$ cat src/rtl/bram_port_arbiter.sv
// Two-requester round-robin arbiter with ownership lock in front of a single-port BRAM,
// plus a latency-matched {valid,id} read-return pipeline. Optional grant/contention counters: BRAM_ARB_STATS_EN.
module bram_port_arbiter #(
    parameter int unsigned DW     = 16,
    parameter int unsigned AW     = 8,
    parameter int unsigned RD_LAT = 2
) (
    input  logic          clk,
    input  logic          rst,
    input  logic          req0,
    input  logic          req1,
    input  logic          we0,
    input  logic          we1,
    input  logic [AW-1:0] addr0,
    input  logic [AW-1:0] addr1,
    input  logic [DW-1:0] wdata0,
    input  logic [DW-1:0] wdata1,
    input  logic          lock0,
    input  logic          lock1,
    output logic          gnt0,
    output logic          gnt1,
    output logic          rvalid,
    output logic          rid,
    output logic [DW-1:0] rdata,
    output logic          bram_we,
    output logic [AW-1:0] bram_addr,
    output logic [DW-1:0] bram_din,
`ifdef BRAM_ARB_STATS_EN
    input  logic          stats_clr,
    output logic [15:0]   gcnt0,
    output logic [15:0]   gcnt1,
    output logic [15:0]   ccnt,
`endif
    input  logic [DW-1:0] bram_dout
);

    typedef enum logic [1:0] {S_IDLE, S_OWN0, S_OWN1} state_t;

    state_t            state;
    state_t            state_nxt;
    logic              last;
    logic [RD_LAT-1:0] pipe_v;
    logic [RD_LAT-1:0] pipe_id;
    logic              rd_issue;

    // State register and last-granted tracker
    always_ff @(posedge clk) begin
        if (rst) begin
            state <= S_IDLE;
            last  <= 1'b1;
        end else begin
            state <= state_nxt;
            if (gnt0)
                last <= 1'b0;
            else if (gnt1)
                last <= 1'b1;
        end
    end

    // Grant and next-state; grants are suppressed while reset is held
    always_comb begin
        state_nxt = state;
        gnt0      = 1'b0;
        gnt1      = 1'b0;
        if (!rst) begin
            case (state)
                S_IDLE: begin
                    if (req0 && (!req1 || last)) begin
                        gnt0 = 1'b1;
                        if (lock0)
                            state_nxt = S_OWN0;
                    end else if (req1) begin
                        gnt1 = 1'b1;
                        if (lock1)
                            state_nxt = S_OWN1;
                    end
                end
                S_OWN0: begin
                    gnt0 = req0;
                    if (!lock0)
                        state_nxt = S_IDLE;
                end
                S_OWN1: begin
                    gnt1 = req1;
                    if (!lock1)
                        state_nxt = S_IDLE;
                end
                default: state_nxt = S_IDLE;
            endcase
        end
    end

    // BRAM command mux; address/data parked at zero when idle
    always_comb begin
        bram_we   = (gnt0 & we0) | (gnt1 & we1);
        bram_addr = '0;
        bram_din  = '0;
        if (gnt0) begin
            bram_addr = addr0;
            bram_din  = wdata0;
        end else if (gnt1) begin
            bram_addr = addr1;
            bram_din  = wdata1;
        end
    end

    assign rd_issue = (gnt0 & ~we0) | (gnt1 & ~we1);

    // Read-return tag pipeline, depth equals BRAM read latency
    always_ff @(posedge clk) begin
        if (rst) begin
            pipe_v  <= '0;
            pipe_id <= '0;
        end else begin
            pipe_v[0]  <= rd_issue;
            pipe_id[0] <= gnt1;
            for (int i = 1; i < int'(RD_LAT); i++) begin
                pipe_v[i]  <= pipe_v[i-1];
                pipe_id[i] <= pipe_id[i-1];
            end
        end
    end

    assign rvalid = pipe_v[RD_LAT-1];
    assign rid    = pipe_id[RD_LAT-1];
    assign rdata  = bram_dout;

`ifdef BRAM_ARB_STATS_EN
    localparam int unsigned CW = 16;
    localparam logic [CW-1:0] CMAX = '1;

    logic blocked;
    assign blocked = (req0 & ~gnt0) | (req1 & ~gnt1);

    // Saturating grant and contention counters
    always_ff @(posedge clk) begin
        if (rst || stats_clr) begin
            gcnt0 <= '0;
            gcnt1 <= '0;
            ccnt  <= '0;
        end else begin
            if (gnt0 && gcnt0 != CMAX)
                gcnt0 <= gcnt0 + CW'(1);
            if (gnt1 && gcnt1 != CMAX)
                gcnt1 <= gcnt1 + CW'(1);
            if (blocked && ccnt != CMAX)
                ccnt <= ccnt + CW'(1);
        end
    end
`endif

endmodule

$ cat config.mk
export PLATFORM = sky130hd
export DESIGN_NAME = bram_port_arbiter
export DESIGN_NICKNAME = d
export VERILOG_FILES = /design/src/rtl/bram_port_arbiter.sv
export SDC_FILE = /design/constraint.sdc
export NUM_CORES = 1
export LEC_CHECK = 0
export CAP_MARGIN = 20
export CORE_AREA = 8 8 45 47
export DETAILED_ROUTE_END_ITERATION = 8
export DIE_AREA = 0 0 53 55
export DONT_BUFFER_PORTS = 1
export PLACE_DENSITY = 0.66
export SKIP_LAST_GASP = 1
export SLEW_MARGIN = 20
export SYNTH_ARGS = -nofsm -noshare
export SYNTH_HDL_FRONTEND = slang
export SYNTH_SLANG_ARGS = --single-unit
$ cat constraint.sdc
create_clock -name clk -period 1.5 [get_ports clk]
set_clock_uncertainty 0.05 [all_clocks]
set_input_delay 0.3 -clock clk [delete_from_list [all_inputs] [get_ports clk]]
set_output_delay 0.3 -clock clk [all_outputs]
set_load 0.02 [all_outputs]
## After elaboration in Yosys (flattened, before gate mapping)

Index checks and enable logic that the tools add are counted.

- Flip-flop bits (word level): 7
- Output and inout bits: 45
- Word-level logic and storage cells: 45

- Equality and inequality tests: 7
- Multiplexer cells: 20
- Bitwise operators: 8
- Reduce and logical (&&, ||, !) cells: 6

Operators by type and width:

| cell | count |
|---|---|
| 2-to-1 mux 16 bit | 2 |
| 2-to-1 mux 8 bit | 2 |
| 2-to-1 mux 2 bit | 6 |
| inequality test 3 bit (second input constant) | 3 |
| 2-to-1 mux 1 bit | 7 |
| one-hot mux 2 bit (3 select lines) | 1 |
| AND reduction 5 bit | 1 |
| bitwise AND 1 bit | 4 |
| inequality test 2 bit (second input constant) | 2 |
| one-hot mux 1 bit (2 select lines) | 2 |
| == test 2 x 1 -> 1 bit (second input constant) | 1 |
| == test 2 bit (second input constant) | 1 |
| logical NOT 2 bit | 1 |
| NOT 1 bit | 2 |
| OR 1 bit | 2 |
| nonzero test 2 bit | 1 |
| logical AND 1 bit | 1 |
| logical NOT 1 bit | 1 |
| logical OR 1 bit | 1 |

## Depth between registers and ports, before layout

Gate-level depths: netlist (run 1).

- Depth in word-level cells: 8
- Mapped depth: 6
- Depth with buffers taken out: 3

## Least setup slack after synthesis (run 1)

No wires, ideal clock.

- Path kind: reg-to-output
- Start: reg state[1]
- End: out bram_addr[0]
- Arrival time: 1.258 ns
- Required time: 1.150 ns
- Path slack: -0.108 ns
- Cell stages (with the launch flop): 5
- Path through: dfxtp_1 and3b_4 nor3_4 buf_6 a22o_1

- Longest elaborated chain between the ends: 5
- Elaborated cells on any way between the ends: 9
- Those cells by class: eq/ne (2); mux (6); reduce/logical (1)

Ends and longest elaborated chain:

| item | RTL line | RTL |
|---|---|---|
| start: declaration | 39 | `state_t state;` |
| start signal: assignment | 52 | `state <= state_nxt;` |
| == test 2 bit or logical NOT 2 bit (tied branches) | 66 | `case (state)` |
| one-hot mux 1 bit (2 select lines) (*) | 66 |  |
| 2-to-1 mux 1 bit (*) | 65 | `if (!rst) begin` |
| via gnt1 | 21 | `output logic gnt1,` |
| 2-to-1 mux 8 bit (*) | 101 | `end else if (gnt1) begin` |
| 2-to-1 mux 8 bit (*) | 98 | `if (gnt0) begin` |
| end: declaration | 26 | `output logic [AW-1:0] bram_addr,` |

Mark *: on every way through the listed nets, which the timed path passes. The rest lies on a longest branch.

## Worst setup path in the final report (run 1)

- Start: reg state[1]
- End: out bram_addr[1]

- Longest elaborated chain between the ends: 5
- Elaborated cells on any way between the ends: 9
- Those cells by class: eq/ne (2); mux (6); reduce/logical (1)

Ends and longest elaborated chain:

| item | RTL line |
|---|---|
| == test 2 bit or logical NOT 2 bit (tied branches) | 66 |
| one-hot mux 1 bit (2 select lines) | 66 |
| 2-to-1 mux 1 bit | 65 |
| 2-to-1 mux 8 bit | 101 |
| 2-to-1 mux 8 bit (*) | 98 |

Every way passes the cells marked *; elsewhere a longest branch is shown, timed or not.

==> flow_summary.yaml, run 1 <==
setup_path:
  end_kind: "primary output"
  worst-setup-path-type: "reg -> out"
  crit_top_cell: "buf_12"
  setup.worst_path.end: "bram_addr[1]"
  worst_path_largest_cell_delay_ns: 0.33
  path_max_fanout: 7
  reg2reg_to: "pipe_v[0]"
  crit_arrival_ns: 1.43
  start_kind: "flop"
  crit_chain: "and3b_4 -> nor3_4 -> buf_12 -> buf_12 -> a22o_4"
  startpoint: "state[1]"
  reg2reg_slack_ns: 0.28
  reg2regPathDepth: 4
  reg2reg_from: "state[0]"
  cp.required_ns: 1.15
  cpMaxStageDelayCell: "dfxtp_2"
floorplan:
  io_pins: 117
  dieArea_um2: 2920
  start_util: 0.498
  rows: 14
  core-area_um2: 1380
  die_y_um: 55
  dieWidth_um: 53
logic_synthesis:
  yosysMostFrequentCell: "a22o_1"
  ys_seq_area_frac: 0.203
  synth_edf_count: 0
  ys.flop_type: "dfxtp_1"
  yosys_register_bits: 7
  yosysTopAreaCell: "a22o_1"
  syn_avg_cell_area_um2: 9.44
  synth_area_um2: 689
  yosysWarnings: 0
  synth_top_cell_area_share: 0.330
  synthTopCellsByCount: "26 x a22o_1, 16 x buf_4, 7 x dfxtp_1"
  syn_inst: 73
  async_flop_share: 0
  syn-num-nets: 145
  synthTopCellsByArea: "a22o_1 33%, dfxtp_1 20%, buf_4 17%, buf_6 9.8%, nor2b_1 2.7%"
  yosys.cell_types.count: 17
global_routing:
  overflow: 0
  antenna_found_initial: 0
  grt_max_degree: 18
  grt_pass1_vias: 663
  grt_use_total: 0.153
  grt_pass1_wl_um: 3280
finish:
  antenna_cells: 0
  seq_area_um2: 141
  area_growth_pct: 29.4
  fin_nets: 141
  multi_input_area_um2: 543
  n_fill_cell: 113
  final_core_util: 0.645
  drive_gt1_frac: 0.676
sta:
  layout_setup_ws_ns: -0.281
  fmax_ghz: 0.562
  fin_crit_ns: 1.78
  hold_viol: 0
  min_period_over_period: 1.19
  worstMarginPinSlew_ns: 0.313
  hold_ws_ns: 0.0679
  rsz0062_at_grt: "true"
  setup_viol: 27
  relSlewSlack: 0.789
  report.final.slew_viol_count: 0
drt:
  antenna_left: 0
  drc: 0
  first_pass_iters: 4
  routed_wl_um: 2390
  wl_per_cell_um: 28.4
  vias: 580
  via_per_inst: 6.90
  drt-initial-drc-count: 7
placed_design:
  port_buffers: 0
  gp_congestion: 0.703
  dp_hpwl_um: 1990
  place_ws_ns: -0.0473
power:
  p_leak_nw: 0.407
  p_clk_frac: 0.250
  netSwitchingPower_w: 0.000221
  p_int_w: 0.000446
  pwr-share-seq: 0.305
  total_power_w: 0.000667
  power_density_nw_per_um2: 748
  ir_drop_mv: 0.303
  netSwitchingFraction: 0.331
  comb_power_share: 0.445
clock_tree:
  clock_latency_ns: 0.25
  ctsHoldBuffers: 0
  clock_sinks: 7
  root_buffer: "clkbuf_4"
  cts_tree: "built"
  cts.clk_slew.worst_paths_ns: 0.05
  numCtsBuffers: 3
  h-tree-depth: 1
  clockBufferDepth: 2
outcome:
  outcome: "complete, but fails checks"
  violations: "setup timing"
hold_path:
  min_path_type: "in -> reg"
job:
  cap_violations: 0
==> stage by stage <==
step / TNS (ns) / instance area, um2 / instances
floorplan: -1.46 / 857 / 73
global placement: -0.328 / 817 / 79
detailed placement: -0.759 / 817 / 79
CTS: -6.96 / 920 / 85
global route: -7.92 / 892 / 84
finish: -6.44 / 892 / 84
==> what timing repair did <==
item	4_1_cts	5_1_grt
gates cloned	1	0
endpoints found under the setup margin	27	27
pin swaps	4	1
buffers inserted	1	0
gates resized for setup	13	0
==> flip-flops by register name, summed over array words and instances, names as in the netlist <==
signal,count
last,1
pipe_id,2
state,2
pipe_v,2
==> worst min-delay path by stage <==
stage                     startpoint  depth (start not counted)          to  slack (ns)
after floorplan           pipe_id[0]                          1  pipe_id[1]        0.36
after global placement           rst                          1  pipe_id[1]        0.32
after detailed placement         rst                          1  pipe_id[1]        0.33
after CTS                        rst                          1  pipe_id[1]        0.06
after global routing             rst                          1  pipe_id[1]        0.06
final                            rst                          1  pipe_id[1]        0.07
==> placed cells by master, fill, tap and decap left out, types with 2 or more instances in the layout <==
cell type  netlist  final
buf_12           0      3
buf_4           16      6
buf_6            6      3
inv_1            2      2
a22o_2           0      5
a22o_4           0     20
a21oi_1          2      2
dfxtp_1          7      6
nor2b_1          3      3
nor4b_1          2      2
clkbuf_4         0      3
==> worst max-delay path: cells and delay by family (launching register included) <==
kind / cells / cell delay [ns]
and+or+nand+nor: 2 / 0.44
buffers and inverters: 2 / 0.27
AOI/OAI and AO/OA: 1 / 0.14
DFF: 1 / 0.33
==> area by class of cell <==
cell class | instances | area share
sequential | 7 | 0.158
clock buffer | 4 | 0.0295
inverter | 2 | 0.00842
tap | 16 | 0.0224
timing repair buffer | 13 | 0.173
multi-input combinational | 42 | 0.609
==> power groups by stage <==
stage               sequential [W]  clock [W]  combinational, W
floorplan                 0.000208          0          0.000301
global placement          0.000208          0          0.000277
detailed placement        0.000208          0          0.000281
CTS                       0.000204   0.000173          0.000309
global route              0.000205   0.000179          0.000312
finish                    0.000204   0.000167          0.000297
==> layer usage <==
metal  global-route usage  wire length (um)
met1                0.129               763
met2                0.281              1310
met3               0.0668               236
met4                0.108                78
met5                    0                 0
==> cells by family (layout without fill, tap and decap cells) <==
| kind of cell | Yosys count | count (layout) | share of synthesized area |
|---|---|---|---|
| and+or+nand+nor | 12 | 12 | 0.147 |
| AOI/OAI and AO/OA | 30 | 30 | 0.367 |
| DFF | 7 | 7 | 0.203 |
| buffers and inverters | 24 | 19 | 0.283 |
Note: power is estimated with default switching activity, not from simulation.
==> run 2, diff against run 1 <==
--- a/config.mk
+++ b/config.mk
@@ -10,7 +10,8 @@
 export DETAILED_ROUTE_END_ITERATION = 8
 export DIE_AREA = 0 0 53 55
 export DONT_BUFFER_PORTS = 1
-export PLACE_DENSITY = 0.66
+export GPL_ROUTABILITY_DRIVEN = 0
+export PLACE_DENSITY = 0.67
 export SKIP_LAST_GASP = 1
 export SLEW_MARGIN = 20
 export SYNTH_ARGS = -nofsm -noshare
==> run 2 against run 1 <==
The flow still finishes with violations (setup timing). Final area increased by 4.5%. Setup slack improved by 0.013 ns. Non-clock buffer count down 2. Flip-flop and latch count unchanged. First-iteration DRC count decreased by 57%. Fmax up 0.72%. Final cell count is 2.4% lower. Clock power is essentially flat. Power rose by 2.2%. Utilization grew 2.9 points. Sequential share of layout area shrank 0.68 points. Global-route usage decreased by 0.16 points. Critical path type unchanged. Largest power group unchanged.
==> flow_summary.yaml, run 2 (synthesized netlist as in run 1, its figures left out) <==
outcome:
  outcome: "complete, but fails checks"
  violations: "setup timing"
finish:
  n_fill_cell: 98
  fin_area_um2: 932
  area_growth_pct: 35.2
  layout_commonest_cell: "a22o_4"
  fin_nets: 139
  mostFrequentLayoutCells: "25 x a22o_4, 6 x dfxtp_1, 5 x buf_4"
  top_regs: "pipe_id: 2 flops, pipe_v: 2 flops, state: 2 flops"
  antenna_cells: 0
  drive_gt1_frac: 0.682
power:
  ir_drop_mv: 0.391
  total_power_w: 0.000682
  netSwitchingFraction: 0.331
  p_leak_nw: 0.429
  pwr-share-seq: 0.301
  comb_power_share: 0.453
  power_density_nw_per_um2: 731
  netSwitchingPower_w: 0.000226
  p_clk_frac: 0.246
  p_int_w: 0.000456
setup_path:
  path_max_fanout: 6
  reg2reg_from: "last"
  reg2reg_to: "pipe_v[0]"
  reg2regPathDepth: 4
  worst_path_largest_cell_delay_ns: 0.32
  cp.required_ns: 1.15
  reg2reg_slack_ns: 0.23
  worst-setup-path-type: "reg -> out"
  cpMaxStageDelayCell: "dfxtp_1"
  startpoint: "last"
  crit_arrival_ns: 1.42
  crit_chain: "buf_4 -> o21a_4 -> clkbuf_16 -> a22o_4"
  start_kind: "flop"
  setup.worst_path.end: "bram_din[6]"
  end_kind: "primary output"
drt:
  wl_per_cell_um: 29.0
  routed_wl_um: 2380
  drc: 0
  antenna_left: 0
  drt-initial-drc-count: 3
  first_pass_iters: 4
  vias: 570
  via_per_inst: 6.95
placed_design:
  place_ws_ns: -0.0931
  port_buffers: 0
  postPlaceCellArea_um2: 774
clock_tree:
  ctsHoldBuffers: 0
  clockBufferDepth: 2
  h-tree-depth: 1
  clock_latency_ns: 0.25
  clock_sinks: 7
  numCtsBuffers: 3
  cts_tree: "built"
  cts.clk_slew.worst_paths_ns: 0.05
  root_buffer: "clkbuf_4"
global_routing:
  grt_use_total: 0.151
  overflow: 0
  grt_max_degree: 15
  grt_pass1_wl_um: 3270
  antenna_found_initial: 0
  grt_pass1_vias: 662
floorplan:
  dieWidth_um: 53
  dieArea_um2: 2920
  start_util: 0.498
  die_y_um: 55
  rows: 14
  core-area_um2: 1380
  io_pins: 117
sta:
  rsz0062_at_grt: "true"
  worstMarginPinSlew_ns: 0.249
  relSlewSlack: 0.832
  min_period_over_period: 1.18
  layout_setup_ws_ns: -0.268
  hold_viol: 0
  report.final.slew_viol_count: 0
  setup_viol: 27
  fmax_ghz: 0.566
  fin_crit_ns: 1.77
job:
  cap_violations: 0
hold_path:
  min_path_type: "in -> reg"
  min-delay-start: "rst"
run 2: changes by cell type in the layout (fill, tap and decap cells not counted), sizes merged:
cell,before,now
clkbuf,4,5
buf,13,10
run 2: power by group through the flow:
stage                     sequential [W]  clock (W)  combinational, W
after floorplan                 0.000208          0          0.000301
after global placement          0.000207          0          0.000263
after detailed placement        0.000208          0          0.000265
after CTS                       0.000205   0.000178          0.000301
after global routing            0.000205   0.000192          0.000325
final                           0.000205   0.000168          0.000309
run 2: final cells by class:
class                      instances  area (um2)  area share
multi-input combinational         42         586       0.628
timing repair buffer              11         151       0.162
sequential                         7         141       0.152
clock buffer                       4        26.3      0.0282
tap                               16        20.0      0.0215
inverter                           2        7.51     0.00805
run 2: how the worst min path moves through the flow:
stage                      end  cells past startpoint
floorplan           pipe_id[1]                      1
global placement     pipe_v[1]                      1
detailed placement   pipe_v[1]                      1
CTS                 pipe_id[1]                      1
global route        pipe_id[1]                      1
finish              pipe_id[1]                      1
run 2: through the flow:
step	TNS (ns)	std cells	hold WS, ns	util
5_1_grt	-8.24	82	0.0565	0.674
3_3_place_gp	-0.403	75	0.325	0.560
2_1_floorplan	-1.46	73	0.364	-
3_5_place_dp	-0.537	75	0.325	0.560
4_1_cts	-8.46	83	0.0594	0.646
6_report	-6.88	82	0.0705	0.674
run 2: what timing repair did:
action	4_1_cts	5_1_grt
endpoints found under the setup margin	27	27
setup buffers	2	0
pin swaps	1	3
cloned	2	1
gates resized for setup	11	11
run 2: worst max-delay path, delay by kind of cell (launching register included):
kind	cells	cell delay [ns]
buffers and inverters	2	0.32
flip-flops	1	0.32
AO/OA/AOI/OAI	2	0.53
run 2: routing by layer:
layer  routed length, um  global-route usage  share of wire
met5                   0                   0              0
met4                  10              0.0647         0.0042
met3                 344              0.0882           0.14
met2                1300               0.268           0.55
met1                 719               0.139           0.30
==> run 3, diff against run 2 <==
--- a/config.mk
+++ b/config.mk
@@ -5,14 +5,14 @@
 export SDC_FILE = /design/constraint.sdc
 export NUM_CORES = 1
 export LEC_CHECK = 0
+export ABC_AREA = 1
 export CAP_MARGIN = 20
-export CORE_AREA = 8 8 45 47
+export CORE_MARGIN = 8
+export CORE_UTILIZATION = 55
 export DETAILED_ROUTE_END_ITERATION = 8
-export DIE_AREA = 0 0 53 55
 export DONT_BUFFER_PORTS = 1
 export GPL_ROUTABILITY_DRIVEN = 0
-export PLACE_DENSITY = 0.67
-export SKIP_LAST_GASP = 1
+export PLACE_DENSITY = 0.7
 export SLEW_MARGIN = 20
 export SYNTH_ARGS = -nofsm -noshare
 export SYNTH_HDL_FRONTEND = slang
==> run 3 against run 2 <==
The run still ends with setup timing left. Clock-buffer cell count did not move. Synthesized area rose by 30%. Hold slack got worse by 0.0053 ns. Final cell count rose by 99%. Combinational power rose by 93%. Non-clock buffer count fell by 1. Sequential power rose by 17%. Die area rose by 9.0%. Power rose by 47%.
==> flow_summary.yaml, run 3 <==
finish:
  top_regs: "pipe_id: 2 flops, pipe_v: 2 flops, state: 2 flops"
  layout_commonest_cell: "nand2_4"
  mostFrequentLayoutCells: "32 x nand2_4, 31 x nand2_1, 23 x nand2_2"
  fin_area_um2: 1180
  area_growth_pct: 32.1
  n_fill_cell: 117
  final_core_util: 0.777
  antenna_cells: 0
  drive_gt1_frac: 0.571
  fin_nets: 220
power:
  netSwitchingFraction: 0.485
  comb_power_share: 0.593
  pwr-share-seq: 0.238
  p_clk_frac: 0.169
  ir_drop_mv: 0.591
  netSwitchingPower_w: 0.000487
  p_leak_nw: 0.608
  power_density_nw_per_um2: 848
  p_int_w: 0.000516
logic_synthesis:
  yosysTopAreaCell: "nand2_1"
  synthTopCellsByArea: "nand2_1 27%, dfxtp_1 16%, nand2_2 15%, buf_4 13%, inv_1 4.6%"
  yosys.cell_types.count: 20
  syn_inst: 150
  yosysMostFrequentCell: "nand2_1"
  async_flop_share: 0
  ys_seq_area_frac: 0.156
  syn_avg_cell_area_um2: 5.97
  synthTopCellsByCount: "65 x nand2_1, 21 x nand2_2, 16 x buf_4"
  ys.flop_type: "dfxtp_1"
  yosys_register_bits: 7
  synth_edf_count: 0
  synth_top_cell_area_share: 0.272
  syn-num-nets: 222
  synth_area_um2: 896
  yosysWarnings: 0
placed_design:
  port_buffers: 0
  postPlaceCellArea_um2: 813
  dp_hpwl_um: 2240
  place_ws_ns: -0.0438
global_routing:
  antenna_found_initial: 0
  overflow: 0
  grt_pass1_vias: 945
  grt_use_total: 0.169
  grt_max_degree: 21
  grt_pass1_wl_um: 4570
sta:
  relSlewSlack: 0.836
  report.final.slew_viol_count: 0
  fin_setup_tns_ns: -5.07
  hold_viol: 0
  min_period_over_period: 1.15
  setup_viol: 27
  fin_crit_ns: 1.72
  rsz0062_at_grt: "true"
  layout_setup_ws_ns: -0.223
  fmax_ghz: 0.580
  worstMarginPinSlew_ns: 0.246
floorplan:
  rows: 14
  dieWidth_um: 56.4
  die_y_um: 56.4
  io_pins: 117
  start_util: 0.588
  core-area_um2: 1520
  dieArea_um2: 3180
clock_tree:
  root_buffer: "clkbuf_4"
  clockBufferDepth: 2
  h-tree-depth: 1
  clock_sinks: 7
  clock_latency_ns: 0.25
  cts_tree: "built"
  cts.clk_slew.worst_paths_ns: 0.06
  numCtsBuffers: 3
drt:
  routed_wl_um: 3300
  antenna_left: 0
  drt-initial-drc-count: 23
  wl_per_cell_um: 20.2
  vias: 912
  first_pass_iters: 4
  drc: 0
  via_per_inst: 5.60
setup_path:
  crit_arrival_ns: 1.37
  reg2reg_slack_ns: 0.26
  end_kind: "primary output"
  start_kind: "flop"
  worst-setup-path-type: "reg -> out"
  cp.required_ns: 1.15
  path_max_fanout: 20
outcome:
  outcome: "complete, but fails checks"
  violations: "setup timing"
job:
  cap_violations: 0
hold_path:
  min_path_type: "in -> reg"
## run 3: cell types whose count changed after synthesis, sizes merged, moves of 2 or more
cell    change
nor4b       -2
nand2      +86
buf         -2
nor2        +9
a22o       -26
nor2b       -3
nand3       +8
nand2b      -2
inv        +12
nor3        -2
o21ai       +2
## run 3: layout make-up
cell class	count	area [um2]	share of cell area
timing repair inverter	3	48.8	0.0412
multi-input combinational	109	779	0.659
sequential	7	149	0.126
clock buffer	4	26.3	0.0222
timing repair buffer	10	95.1	0.0803
tap	16	20.0	0.0169
inverter	14	65.1	0.0550
## run 3: final timing paths
check / start / end / depth (start not counted)
setup / recovery: state[0] / bram_addr[6] / 6
hold / removal: rst / pipe_id[1] / 1
setup reg to reg: state[0] / last / 7
hold reg to reg: pipe_id[0] / pipe_id[1] / 2
## run 3: metrics by stage
stage	cells	power, W	hold WS, ns
floorplan	150	0.000658	0.319
global placement	155	0.000650	0.323
detailed placement	155	0.000661	0.325
CTS	163	0.000966	0.0635
global route	163	0.00106	0.0621
finish	163	0.00100	0.0652
## run 3: timing repair
action,CTS,global route
gates cloned,3,0
setup buffers,1,0
setup endpoints to repair,27,27
hold buffers,0,0
endpoints found under the hold margin,0,0
gates resized for setup,65,20
pin swaps,7,10
## run 3: layer usage
metal	routed length [um]	vias to the layer above	global-route usage
met1	1030	418	0.148
met5	0	-	0
li1	-	429	-
met4	31	0	0.0309
met3	367	6	0.0764
met2	1860	59	0.341
## run 3: critical path: stages, from the launching register on
cell	delay [ns]
dfxtp_4	0.36
nor2_2	0.16
o21ai_4	0.09
nor2_4	0.12
buf_12	0.16
nand2_1	0.11
nand2_4	0.11
## run 3: power groups by stage
| stage | sequential (W) | clock [W] | combinational, W |
|---|---|---|---|
| 3_3_place_gp | 0.000234 | 0 | 0.000416 |
| 6_report | 0.000239 | 0.000170 | 0.000595 |
| 5_1_grt | 0.000240 | 0.000185 | 0.000639 |
| 4_1_cts | 0.000238 | 0.000170 | 0.000559 |
| 3_5_place_dp | 0.000237 | 0 | 0.000424 |
| 2_1_floorplan | 0.000232 | 0 | 0.000426 |
## run 3: cells by family after synthesis
kind of cell | synth area share
flip-flops | 0.156
AND/OR/NAND/NOR | 0.554
buffers and inverters | 0.268
AO/OA/AOI/OAI | 0.0209
